<file path="src/rtl/rejestry_pkg.sv">
// +----------------------------------------------------------------------------+
// | rejestry_pkg                                                               |
// | Shared constants and types for the 2-read / 1-write register file.        |
// | Revision: 1.0                                                              |
// +----------------------------------------------------------------------------+
`default_nettype none

package rejestry_pkg;

  localparam int RX_LICZBA_DEF    = 8;
  localparam int RX_ROZM_DATA_DEF = 8;

  typedef logic [$clog2(RX_LICZBA_DEF)-1:0] rx_addr_t;
  typedef logic [RX_ROZM_DATA_DEF-1:0]      rx_data_t;

  typedef struct packed {
    rx_data_t data;
    logic     busy;
    logic     valid;
  } rd_resp_t;

endpackage

`default_nettype wire

</file>
<file path="src/rtl/rejestry_port_odczytu.sv">
// +----------------------------------------------------------------------------+
// | rejestry_port_odczytu                                                      |
// | One registered read port: write/reserve bypass and register-0 masking.    |
// | Optional feature: REJESTRY_BYPASS_EN (same-cycle write forwarding).        |
// | Revision: 1.0                                                              |
// +----------------------------------------------------------------------------+
`default_nettype none

module rejestry_port_odczytu
  import rejestry_pkg::*;
#(
  parameter int RX_LICZBA    = RX_LICZBA_DEF,
  parameter int RX_ROZM_DATA = RX_ROZM_DATA_DEF,
  parameter bit ZERO_R0      = 1'b0
) (
  input  logic                         clk,
  input  logic                         rst,
  input  logic                         rd_en_i,
  input  logic [$clog2(RX_LICZBA)-1:0] rd_addr_i,
  input  logic [RX_ROZM_DATA-1:0]      mem_data_i,
  input  logic                         mem_busy_i,
  input  logic                         wr_en_i,
  input  logic [$clog2(RX_LICZBA)-1:0] wr_addr_i,
  input  logic [RX_ROZM_DATA-1:0]      wr_data_i,
  input  logic                         rsv_en_i,
  input  logic [$clog2(RX_LICZBA)-1:0] rsv_addr_i,
  output logic [RX_ROZM_DATA-1:0]      rd_data_o,
  output logic                         rd_busy_o,
  output logic                         rd_valid_o
);

  typedef struct packed {
    logic [RX_ROZM_DATA-1:0] data;
    logic                    busy;
    logic                    valid;
  } resp_t;

  resp_t                   resp_q, resp_d;
  logic [RX_ROZM_DATA-1:0] sel_data;
  logic                    sel_busy;

`ifndef REJESTRY_BYPASS_EN
  logic unused_byp;
  assign unused_byp = ^{wr_en_i, wr_addr_i, wr_data_i, rsv_en_i, rsv_addr_i};
`endif

  always_comb begin
    sel_data = mem_data_i;
    sel_busy = mem_busy_i;
`ifdef REJESTRY_BYPASS_EN
    // Reserve is applied after write so a same-address reserve leaves busy set.
    if (wr_en_i && (wr_addr_i == rd_addr_i)) begin
      sel_data = wr_data_i;
      sel_busy = 1'b0;
    end
    if (rsv_en_i && (rsv_addr_i == rd_addr_i)) begin
      sel_busy = 1'b1;
    end
`endif
    if (ZERO_R0 && (rd_addr_i == '0)) begin
      sel_data = '0;
      sel_busy = 1'b0;
    end

    resp_d       = resp_q;
    resp_d.valid = 1'b0;
    if (rd_en_i) begin
      resp_d = '{data: sel_data, busy: sel_busy, valid: 1'b1};
    end
  end

  always_ff @(posedge clk) begin
    if (rst) begin
      resp_q <= '0;
    end else begin
      resp_q <= resp_d;
    end
  end

  assign rd_data_o  = resp_q.data;
  assign rd_busy_o  = resp_q.busy;
  assign rd_valid_o = resp_q.valid;

endmodule

`default_nettype wire

</file>
<file path="src/rtl/rejestry_2r1w.sv">
// +----------------------------------------------------------------------------+
// | rejestry_2r1w                                                              |
// | Register file, 1 write / 2 registered read ports, per-register busy bits. |
// | Optional feature: REJESTRY_BYPASS_EN (same-cycle write forwarding).        |
// | Revision: 1.0                                                              |
// +----------------------------------------------------------------------------+
`default_nettype none

module rejestry_2r1w
  import rejestry_pkg::*;
#(
  parameter int RX_LICZBA    = RX_LICZBA_DEF,
  parameter int RX_ROZM_DATA = RX_ROZM_DATA_DEF,
  parameter bit ZERO_R0      = 1'b0
) (
  input  logic                         clk,
  input  logic                         rst,
  input  logic                         wr_en,
  input  logic [$clog2(RX_LICZBA)-1:0] wr_addr,
  input  logic [RX_ROZM_DATA-1:0]      wr_data,
  input  logic                         rsv_en,
  input  logic [$clog2(RX_LICZBA)-1:0] rsv_addr,
  input  logic                         rd_en_a,
  input  logic [$clog2(RX_LICZBA)-1:0] rd_addr_a,
  output logic [RX_ROZM_DATA-1:0]      rd_data_a,
  output logic                         rd_busy_a,
  output logic                         rd_valid_a,
  input  logic                         rd_en_b,
  input  logic [$clog2(RX_LICZBA)-1:0] rd_addr_b,
  output logic [RX_ROZM_DATA-1:0]      rd_data_b,
  output logic                         rd_busy_b,
  output logic                         rd_valid_b
);

  logic [RX_ROZM_DATA-1:0] regs_q [RX_LICZBA];
  logic [RX_LICZBA-1:0]    busy_q, busy_d;
  logic                    wr_ok, rsv_ok;

  // Register 0 is hard-wired when ZERO_R0 is set, so its updates are dropped here.
  assign wr_ok  = wr_en  && !(ZERO_R0 && (wr_addr  == '0));
  assign rsv_ok = rsv_en && !(ZERO_R0 && (rsv_addr == '0));

  always_comb begin
    busy_d = busy_q;
    if (wr_ok) begin
      busy_d[wr_addr] = 1'b0;
    end
    if (rsv_ok) begin
      busy_d[rsv_addr] = 1'b1;
    end
  end

  always_ff @(posedge clk) begin
    if (rst) begin
      busy_q <= '0;
      for (int i = 0; i < RX_LICZBA; i++) begin
        regs_q[i] <= '0;
      end
    end else begin
      busy_q <= busy_d;
      if (wr_ok) begin
        regs_q[wr_addr] <= wr_data;
      end
    end
  end

  rejestry_port_odczytu #(
    .RX_LICZBA    (RX_LICZBA),
    .RX_ROZM_DATA (RX_ROZM_DATA),
    .ZERO_R0      (ZERO_R0)
  ) u_port_a (
    .clk        (clk),
    .rst        (rst),
    .rd_en_i    (rd_en_a),
    .rd_addr_i  (rd_addr_a),
    .mem_data_i (regs_q[rd_addr_a]),
    .mem_busy_i (busy_q[rd_addr_a]),
    .wr_en_i    (wr_ok),
    .wr_addr_i  (wr_addr),
    .wr_data_i  (wr_data),
    .rsv_en_i   (rsv_ok),
    .rsv_addr_i (rsv_addr),
    .rd_data_o  (rd_data_a),
    .rd_busy_o  (rd_busy_a),
    .rd_valid_o (rd_valid_a)
  );

  rejestry_port_odczytu #(
    .RX_LICZBA    (RX_LICZBA),
    .RX_ROZM_DATA (RX_ROZM_DATA),
    .ZERO_R0      (ZERO_R0)
  ) u_port_b (
    .clk        (clk),
    .rst        (rst),
    .rd_en_i    (rd_en_b),
    .rd_addr_i  (rd_addr_b),
    .mem_data_i (regs_q[rd_addr_b]),
    .mem_busy_i (busy_q[rd_addr_b]),
    .wr_en_i    (wr_ok),
    .wr_addr_i  (wr_addr),
    .wr_data_i  (wr_data),
    .rsv_en_i   (rsv_ok),
    .rsv_addr_i (rsv_addr),
    .rd_data_o  (rd_data_b),
    .rd_busy_o  (rd_busy_b),
    .rd_valid_o (rd_valid_b)
  );

endmodule

`default_nettype wire
</file>
<file path="config.mk">
export PLATFORM = sky130hd
export DESIGN_NAME = rejestry_2r1w
export DESIGN_NICKNAME = d
export VERILOG_FILES = /design/src/rtl/rejestry_pkg.sv /design/src/rtl/rejestry_port_odczytu.sv /design/src/rtl/rejestry_2r1w.sv
export SDC_FILE = /design/constraint.sdc
export NUM_CORES = 1
export LEC_CHECK = 0
export CAP_MARGIN = 5
export CORE_ASPECT_RATIO = 1.1
export CORE_UTILIZATION = 45
export DETAILED_ROUTE_END_ITERATION = 10
export HOLD_SLACK_MARGIN = 0.05
export PLACE_DENSITY_LB_ADDON = 0.15
export SYNTH_ARGS = -nofsm -noshare
export SYNTH_HDL_FRONTEND = slang
export SYNTH_SLANG_ARGS = --single-unit
</file>
<file path="constraint.sdc">
create_clock -name clk -period 1.5 [get_ports clk]
set_clock_uncertainty 0.1 [all_clocks]
set_input_delay 0.15 -clock clk [delete_from_list [all_inputs] [get_ports clk]]
set_output_delay 0.15 -clock clk [all_outputs]
set_load 0.01 [all_outputs]
</file>
== After elaboration in Yosys (flattened, before gate mapping) ==
Memories as Yosys holds them, arrays and structs flattened. A register that Yosys moved wholly into a read port is not among the register bits.
Cells that the tools add are included.
Word-level totals
  register bits after elaboration: 12
  bits in writable memories: 64
  input bits: 26
  word-level logic and storage cells: 38
  memories: 1
Memories
  regs_q: depth 8, width 8, read ports 2, clocked after memory_dff 2, write ports 8, line rejestry_2r1w.sv:35  | logic [RX_ROZM_DATA-1:0] regs_q [RX_LICZBA];
Cells by class
  $lt $le $gt $ge: 6
  multiplexer cells: 20
  bitwise gates (word level): 3
  reduce and logical (&&, ||, !) cells: 3
Operator list (count)
  two-way mux 8 bit: 3
  less-than comparator 3 x 4 -> 1 bit (second input constant): 4
  two-way mux 1 bit: 12
  AND 8 bit: 1
  inverter 8 bit: 1
  OR 8 bit: 1
  OR reduction 8 bit: 1
  binary-select mux 1 bit (select 3 bit): 2
  demux 1 bit (select 3 bit): 2
  greater-or-equal comparator 3 x 1 -> 1 bit (second input constant): 2
  two-way mux 3 bit: 1
  logical AND 1 bit: 2

== Depth between registers and ports, before layout ==
Gate-level depths: netlist (run 1).
  depth in word-level cells: 9
  mapped depth: 7

== By module ==
A second synthesis (run 1) with hierarchy kept.
Unflattened totals
  cell total of the unflattened synthesis: 316
  area total of the unflattened synthesis: 4703.3 um2
Modules (own cells, without submodules)
  rejestry_2r1w: instances 1, cells an instance 254, area an instance 4010.1 um2
  rejestry_port_odczytu: instances 2, cells an instance 31, area an instance 346.6 um2

== Worst setup path after synthesis (run 1) ==
Ideal clock, no wire load.
  path type: input to register
  start: in wr_addr[2]
  end: mem regs_q[7][0] (netlist bit), enable pin
  data arrival time: 0.967 ns
  required time: 1.024 ns
  path slack: 0.057 ns
  stages on the path: 3
  buffers on the path: 1
  path through: clkbuf_1 -> nand2_1 -> o21bai_1
RTL lines
  start: declaration: line rejestry_2r1w.sv:19  | input logic [$clog2(RX_LICZBA)-1:0] wr_addr,
  end: declaration: line rejestry_2r1w.sv:35

==> metrics, run 1 <==
clock sinks 92; number of hold buffers added after CTS 0; Arrival @ worst endpoint 1660 ps; half-perimeter wire length after detailed placement 8910 um; transition time at the pin with the least slew margin 447 ps; Antenna Cells 0; routed len/inst 19.6 um; final layout net count 499; Pre-Repair DR Iteration Count 4; worst slack at placement -439 ps; number of DRC violations after detailed-routing iteration 0 194; Setup Crit Path Kind in -> reg; share of layout cells above drive strength 1 0.276; final total power 5550 uW; final weighted congestion of routability-driven global placement 0.867; Req. time, crit path 1690 ps; standard cell with the maximum stage delay on the critical path clkdlybuf4s50_1; number of warning messages in the yosys log 0; global-route usage over all layers 0.233; Clock H-tree levels 3; area of the mapped netlist 4750 um2; final-report hold violation count 0; clock root cell clkbuf_8; reg-to-reg setup timing slack 50 ps; post-synth top area cell edfxtp_1; crit path launch rd_addr_b[2]; sequential-to-total area share from yosys stat 0.523; post-CTS clock slew at the launch and capture registers of the worst setup and hold paths 90 ps; share of the clock period used by the worst path 0.982; number of buffers on the longest clock path 2; max-cap viol count 0; design area 5940 um2; CP max FO 4; Synth Instances 387; worst-case hold slack 383 ps; worst skew pair latency 360 ps; power density relative to cell area 934 nW/um2; startpoint of the lowest-slack hold path u_port_a.rd_data_o[3]$_SDFFE_PP0P_; critical path launch point type input port; Post-Place Cell Area 5710 um2; clock tree from TritonCTS yes; vias in the first global route 3326; number of endpoints failing setup at the final stage 0; kind of path behind the tightest hold check reg -> reg; Area Overhead vs Synth 25.0%; effective utilization at floorplan 0.471; area fraction of the dominant cell type after synthesis 0.405; critical path's largest stage delay 580 ps; buffers plus inverters on the worst setup path 2; capturing point of the worst reg2reg path u_port_b.rd_data_o[3]$_SDFFE_PP0P_; number of primary I/O pins 46; number of antenna violations at the first check in global routing 0; number of stages on the worst hold path 2; post-synthesis area per instance 12.3 um2; total routed wirelength 12100 um; Die Footprint 11000 um2; final routed DRC violation total 0; x dimension of the die 100 um; Rel. slew slack 0.700; Crit Reg-Reg Startpoint regs_q[7][3]$_SDFFCE_PN0P_; floorplan die height 110 um; maximum number of pins on one net before global-route repair 20; smallest setup slack after layout 27.2 ps; Via Count 3383; critical path endpoint category register; top area cells in the synthesized netlist edfxtp_1 (40%), dfxtp_1 (12%), and2_1 (8.6%); post-layout util 0.589; number of placement rows 38; number of cells on the critical path 5; Remaining Overflow, GRT 0; peak supply drop 0.391 mV; leakage power total 0.00238 uW; CP cell instances clkdlybuf4s50_1 -> nor2b_1 -> buf_4 -> a221o_1 -> a211oi_2; number of synthesized register bits 92; number of distinct library cells after synthesis 28; post-CTS setup repair buffer count 0; worst setup path endpoint u_port_b.rd_data_o[1]$_SDFFE_PP0P_; number of buffers created by CTS 9; run status finished clean; Crit path max-delay family buffers and inverters; final critical path time including I/O delays and setup 1470 ps; IO Port Bufs 45; syn_nets 413; first-pass GRT wire length 18100 um; Max Clock Freq 679 MHz; DR vias/cell 5.47; core footprint 10100 um2; DRT antenna net count 0; count of final max-slew check failures 0; Register-to-Register Path Depth 4
registers in the layout, summed over array words and instances, names as in the netlist:
name,flops
u_port_b.rd_valid_o,1
u_port_a.rd_valid_o,1
u_port_a.rd_busy_o,1
u_port_b.rd_busy_o,1
busy_q,8
regs_q,64
u_port_b.rd_data_o,8
u_port_a.rd_data_o,8
worst min-delay path by stage:
stage | endpoint | slack [ps]
finish | u_port_a.rd_data_o[3]$_SDFFE_PP0P_ | 380
global route | busy_q[4]$_SDFF_PP0_ | 420
CTS | busy_q[4]$_SDFF_PP0_ | 390
detailed placement | busy_q[4]$_SDFF_PP0_ | 370
global placement | busy_q[5]$_SDFF_PP0_ | 360
floorplan | busy_q[2]$_SDFF_PP0_ | 180
logic make-up (layout without fill, tap and decap cells):
kind of cell | after synthesis | in the layout | share of synthesized area
AO/OA/AOI/OAI | 70 | 70 | 0.129
AND/OR/NAND/NOR | 122 | 122 | 0.139
multiplexers | 72 | 72 | 0.161
flip-flops | 92 | 92 | 0.523
buffers and inverters | 31 | 122 | 0.0485
placed cells by master, fill, tap and decap left out, types with 2 or more instances in the layout:
cell,count
a211oi_2,16
nor3_2,2
clkdlybuf4s50_1,24
and2_1,65
o221ai_2,2
edfxtp_1,64
a211oi_1,2
nand2b_1,3
clkbuf_8,10
dlymetal6s2s_1,7
o22ai_2,2
mux2i_1,36
mux2_2,36
inv_1,10
nand2_1,9
o22ai_1,13
dlygate4sd2_1,12
nor2_1,27
dfxtp_1,28
inv_4,2
o21ai_0,8
a22oi_1,3
clkbuf_1,2
buf_4,39
a31o_2,4
o21bai_1,3
nand3_1,4
nor2b_1,8
buf_12,12
a221o_1,15
buf_2,2
layer usage:
| metal | GRT usage | wire length (um) | vias up |
|---|---|---|---|
| met2 | 0.412 | 6160 | 92 |
| met3 | 0.0388 | 440 | 20 |
| li1 | - | - | 1604 |
| met4 | 0.0977 | 269 | 0 |
| met1 | 0.281 | 5240 | 1667 |
| met5 | 0 | 0 | - |
power breakdown:
group          internal [uW]  leakage [uW]  switching (uW)
registers               2880      0.000850            83.7
logic                    493       0.00143             487
clock network            750     0.0000994             853
total                   4130       0.00238            1420
cells in the mapped netlist:
master / n
buf_1: 5
and2_1: 65
a22oi_1: 3
or2_2: 1
mux2i_1: 36
buf_12: 6
a221o_1: 15
buf_6: 2
clkbuf_2: 1
inv_1: 10
nand2_1: 10
o22ai_1: 15
a211oi_2: 16
o21bai_1: 3
nor2b_1: 8
o21ai_0: 8
o221ai_1: 3
a21o_1: 1
nand3_1: 4
a211oi_1: 2
nor3_1: 3
edfxtp_1: 64
a31o_2: 4
nor2_1: 28
nand2b_1: 3
clkbuf_1: 7
dfxtp_1: 28
mux2_2: 36
stage by stage:
step	instances	setup TNS [ps]
final	618	0
after floorplan	387	0
after global routing	618	-32.3
after global placement	602	-31490
after CTS	618	0
after detailed placement	602	-34100
timing repair:
| item | in CTS | in global routing |
|---|---|---|
| endpoints found under the setup margin | 26 | 22 |
| gates cloned | 0 | 0 |
| gates resized for setup | 15 | 13 |
| pin swaps | 0 | 1 |
tightest hold or removal path, stage by stage, from the launching register on:
cell and delay [ps]:
dfxtp_1 310, nor2_1 80, a211oi_1 50
final cells by class:
type	instances	area [um2]
clock buffer	13	170
tap	140	175
inverter	10	37.5
multi-input combinational	264	2080
fill	867	4140
clock inverter	3	17.5
sequential	92	2480
timing repair buffer	96	976
Note: power is estimated with default switching activity, not from simulation.
==> run 2: changes to the inputs <==
CAP_MARGIN = 25   (was 5)
==> results of run 2 <==
Final layout, timing and power as in run 1 (identical DEF).
==> run 3: changes to the inputs <==
CORE_UTILIZATION = 52   (was 45)
TNS_END_PERCENT = 30   (was unset)
==> run 3 against run 2 <==
  * Combinational power is 2% lower
  * Global-route usage is 4.0 points higher
  * Worst setup slack better by 20 ps
  * Maximum frequency is 1.4% higher
  * Sequential share of layout area is 0.58 points higher
  * Non-clock buffer count stayed put
  * Clock-buffer cell count is 4 lower
  * Critical path type unchanged
  * Largest cell class unchanged
==> metrics, run 3 (synthesized netlist as in run 1, its figures left out) <==
final critical path time including I/O delays and setup 1450 ps; Via Count 3428; reg-to-reg setup timing slack 60 ps; x dimension of the die 93.1 um; count of final max-slew check failures 0; smallest setup slack after layout 47.6 ps; maximum number of pins on one net before global-route repair 20; critical path endpoint category register; total routed wirelength 12300 um; register with the most flip-flops regs_q; final layout net count 499; routed len/inst 20.7 um; IO Port Bufs 45; half-perimeter wire length after detailed placement 8970 um; Clock H-tree levels 3; Antenna Cells 0; number of placement rows 36; area of the multi-input gates 2040 um2; Setup Crit Path Kind in -> reg; most common library cell in the layout ignoring fill and taps and2_1; Arrival @ worst endpoint 1630 ps; critical path's largest stage delay 520 ps; number of endpoints failing setup at the final stage 0; run status finished clean; number of antenna violations at the first check in global routing 0; unrepaired setup endpoints after global routing yes; number of buffers created by CTS 9; power density relative to cell area 929 nW/um2; post-layout util 0.660; number of cells after detailed placement 576; Rel. slew slack 0.756; top library cells by usage in the layout, fill and taps aside and2_1 (65), edfxtp_1 (64), buf_4 (39); area of all sequential standard cells 2480 um2; peak supply drop 0.432 mV; vias in the first global route 3389; transition time at the pin with the least slew margin 366 ps; effective utilization at floorplan 0.535; global-route usage over all layers 0.273; worst skew pair latency 360 ps; number of hold buffers added after CTS 0; DRT antenna net count 0; worst slack at placement -400 ps; number of buffers on the longest clock path 2; standard cell with the maximum stage delay on the critical path clkdlybuf4s50_1; Pre-Repair DR Iteration Count 4; clock tree from TritonCTS yes; CP max FO 8; leakage power total 0.00240 uW; critical path launch point type input port; Max Clock Freq 689 MHz; number of primary I/O pins 46; share of the clock period used by the worst path 0.968; DR vias/cell 5.79; Largest register FFs 64; final routed DRC violation total 0; Register-to-Register Path Depth 4; worst-case hold slack 392 ps; Die Footprint 9520 um2; CP cell instances clkdlybuf4s50_1 -> nand2b_1 -> buf_6 -> o22ai_1 -> a221o_1 -> a211oi_2; clock root cell clkbuf_8; Area Overhead vs Synth 23.3%; first-pass GRT wire length 18500 um; final-report hold violation count 0; floorplan die height 102 um; Layout Cells excl Fill 592; post-CTS clock slew at the launch and capture registers of the worst setup and hold paths 90 ps; max-cap viol count 0; core footprint 8870 um2; number of stages on the worst hold path 2; share of layout cells above drive strength 1 0.264; Fillers 700; kind of path behind the tightest hold check reg -> reg; number of DRC violations after detailed-routing iteration 0 183; Remaining Overflow, GRT 0; clock sinks 92; Req. time, crit path 1680 ps; final weighted congestion of routability-driven global placement 0.844
## run 3: cell types whose count changed in the layout (fill, tap and decap cells not counted), sizes merged
cell	previous run	this run
clkinv	1	6
dlymetal6s2s	7	10
dlygate4sd2	12	9
clkbuf	13	9
inv	12	11
## run 3: final timing paths
check | startpoint | endpoint
setup / recovery | rd_addr_a[1] | u_port_a.rd_data_o[0]$_SDFFE_PP0P_
hold / removal | busy_q[6]$_SDFF_PP0_ | busy_q[6]$_SDFF_PP0_
setup reg to reg | regs_q[7][0]$_SDFFCE_PN0P_ | u_port_a.rd_data_o[0]$_SDFFE_PP0P_
hold reg to reg | busy_q[6]$_SDFF_PP0_ | busy_q[6]$_SDFF_PP0_
## run 3: repair_timing
item | in CTS | in global routing
setup endpoints to repair | 13 | 14
buffers inserted | 0 | 0
resized for setup | 10 | 11
## run 3: stage by stage
step / power (uW) / setup TNS (ps) / instance area, um2
after floorplan: 3540 / 0 / 4750
after global placement: 3990 / -26080 / 5660
after detailed placement: 4000 / -29080 / 5660
after CTS: 5460 / 0 / 5830
after global routing: 5650 / -18.4 / 5860
final: 5440 / 0 / 5860
## run 3: cell type report
| class | instances | share of cell area |
|---|---|---|
| sequential | 92 | 0.424 |
| multi-input combinational | 264 | 0.348 |
| timing repair buffer | 96 | 0.167 |
| tap | 114 | 0.0243 |
| clock buffer | 9 | 0.0211 |
| clock inverter | 7 | 0.00897 |
| inverter | 10 | 0.00641 |
## run 3: layer usage
layer | wire length [um] | global-route usage
met1 | 4820 | 0.345
met2 | 6110 | 0.451
met3 | 857 | 0.0432
met4 | 459 | 0.147
met5 | 0 | 0
## run 3: power breakdown
group | switching, uW | total, uW | internal, uW | leakage [uW]
sequential | 91.6 | 2970 | 2880 | 0.000850
combinational | 475 | 962 | 487 | 0.00146
clock | 897 | 1510 | 611 | 0.0000912
total | 1460 | 5440 | 3980 | 0.00240
## run 3: critical path, delay by kind of cell
kind,cells,cell delay (ps)
buf+inv,2,670
compound gates,3,670
simple gates,1,140
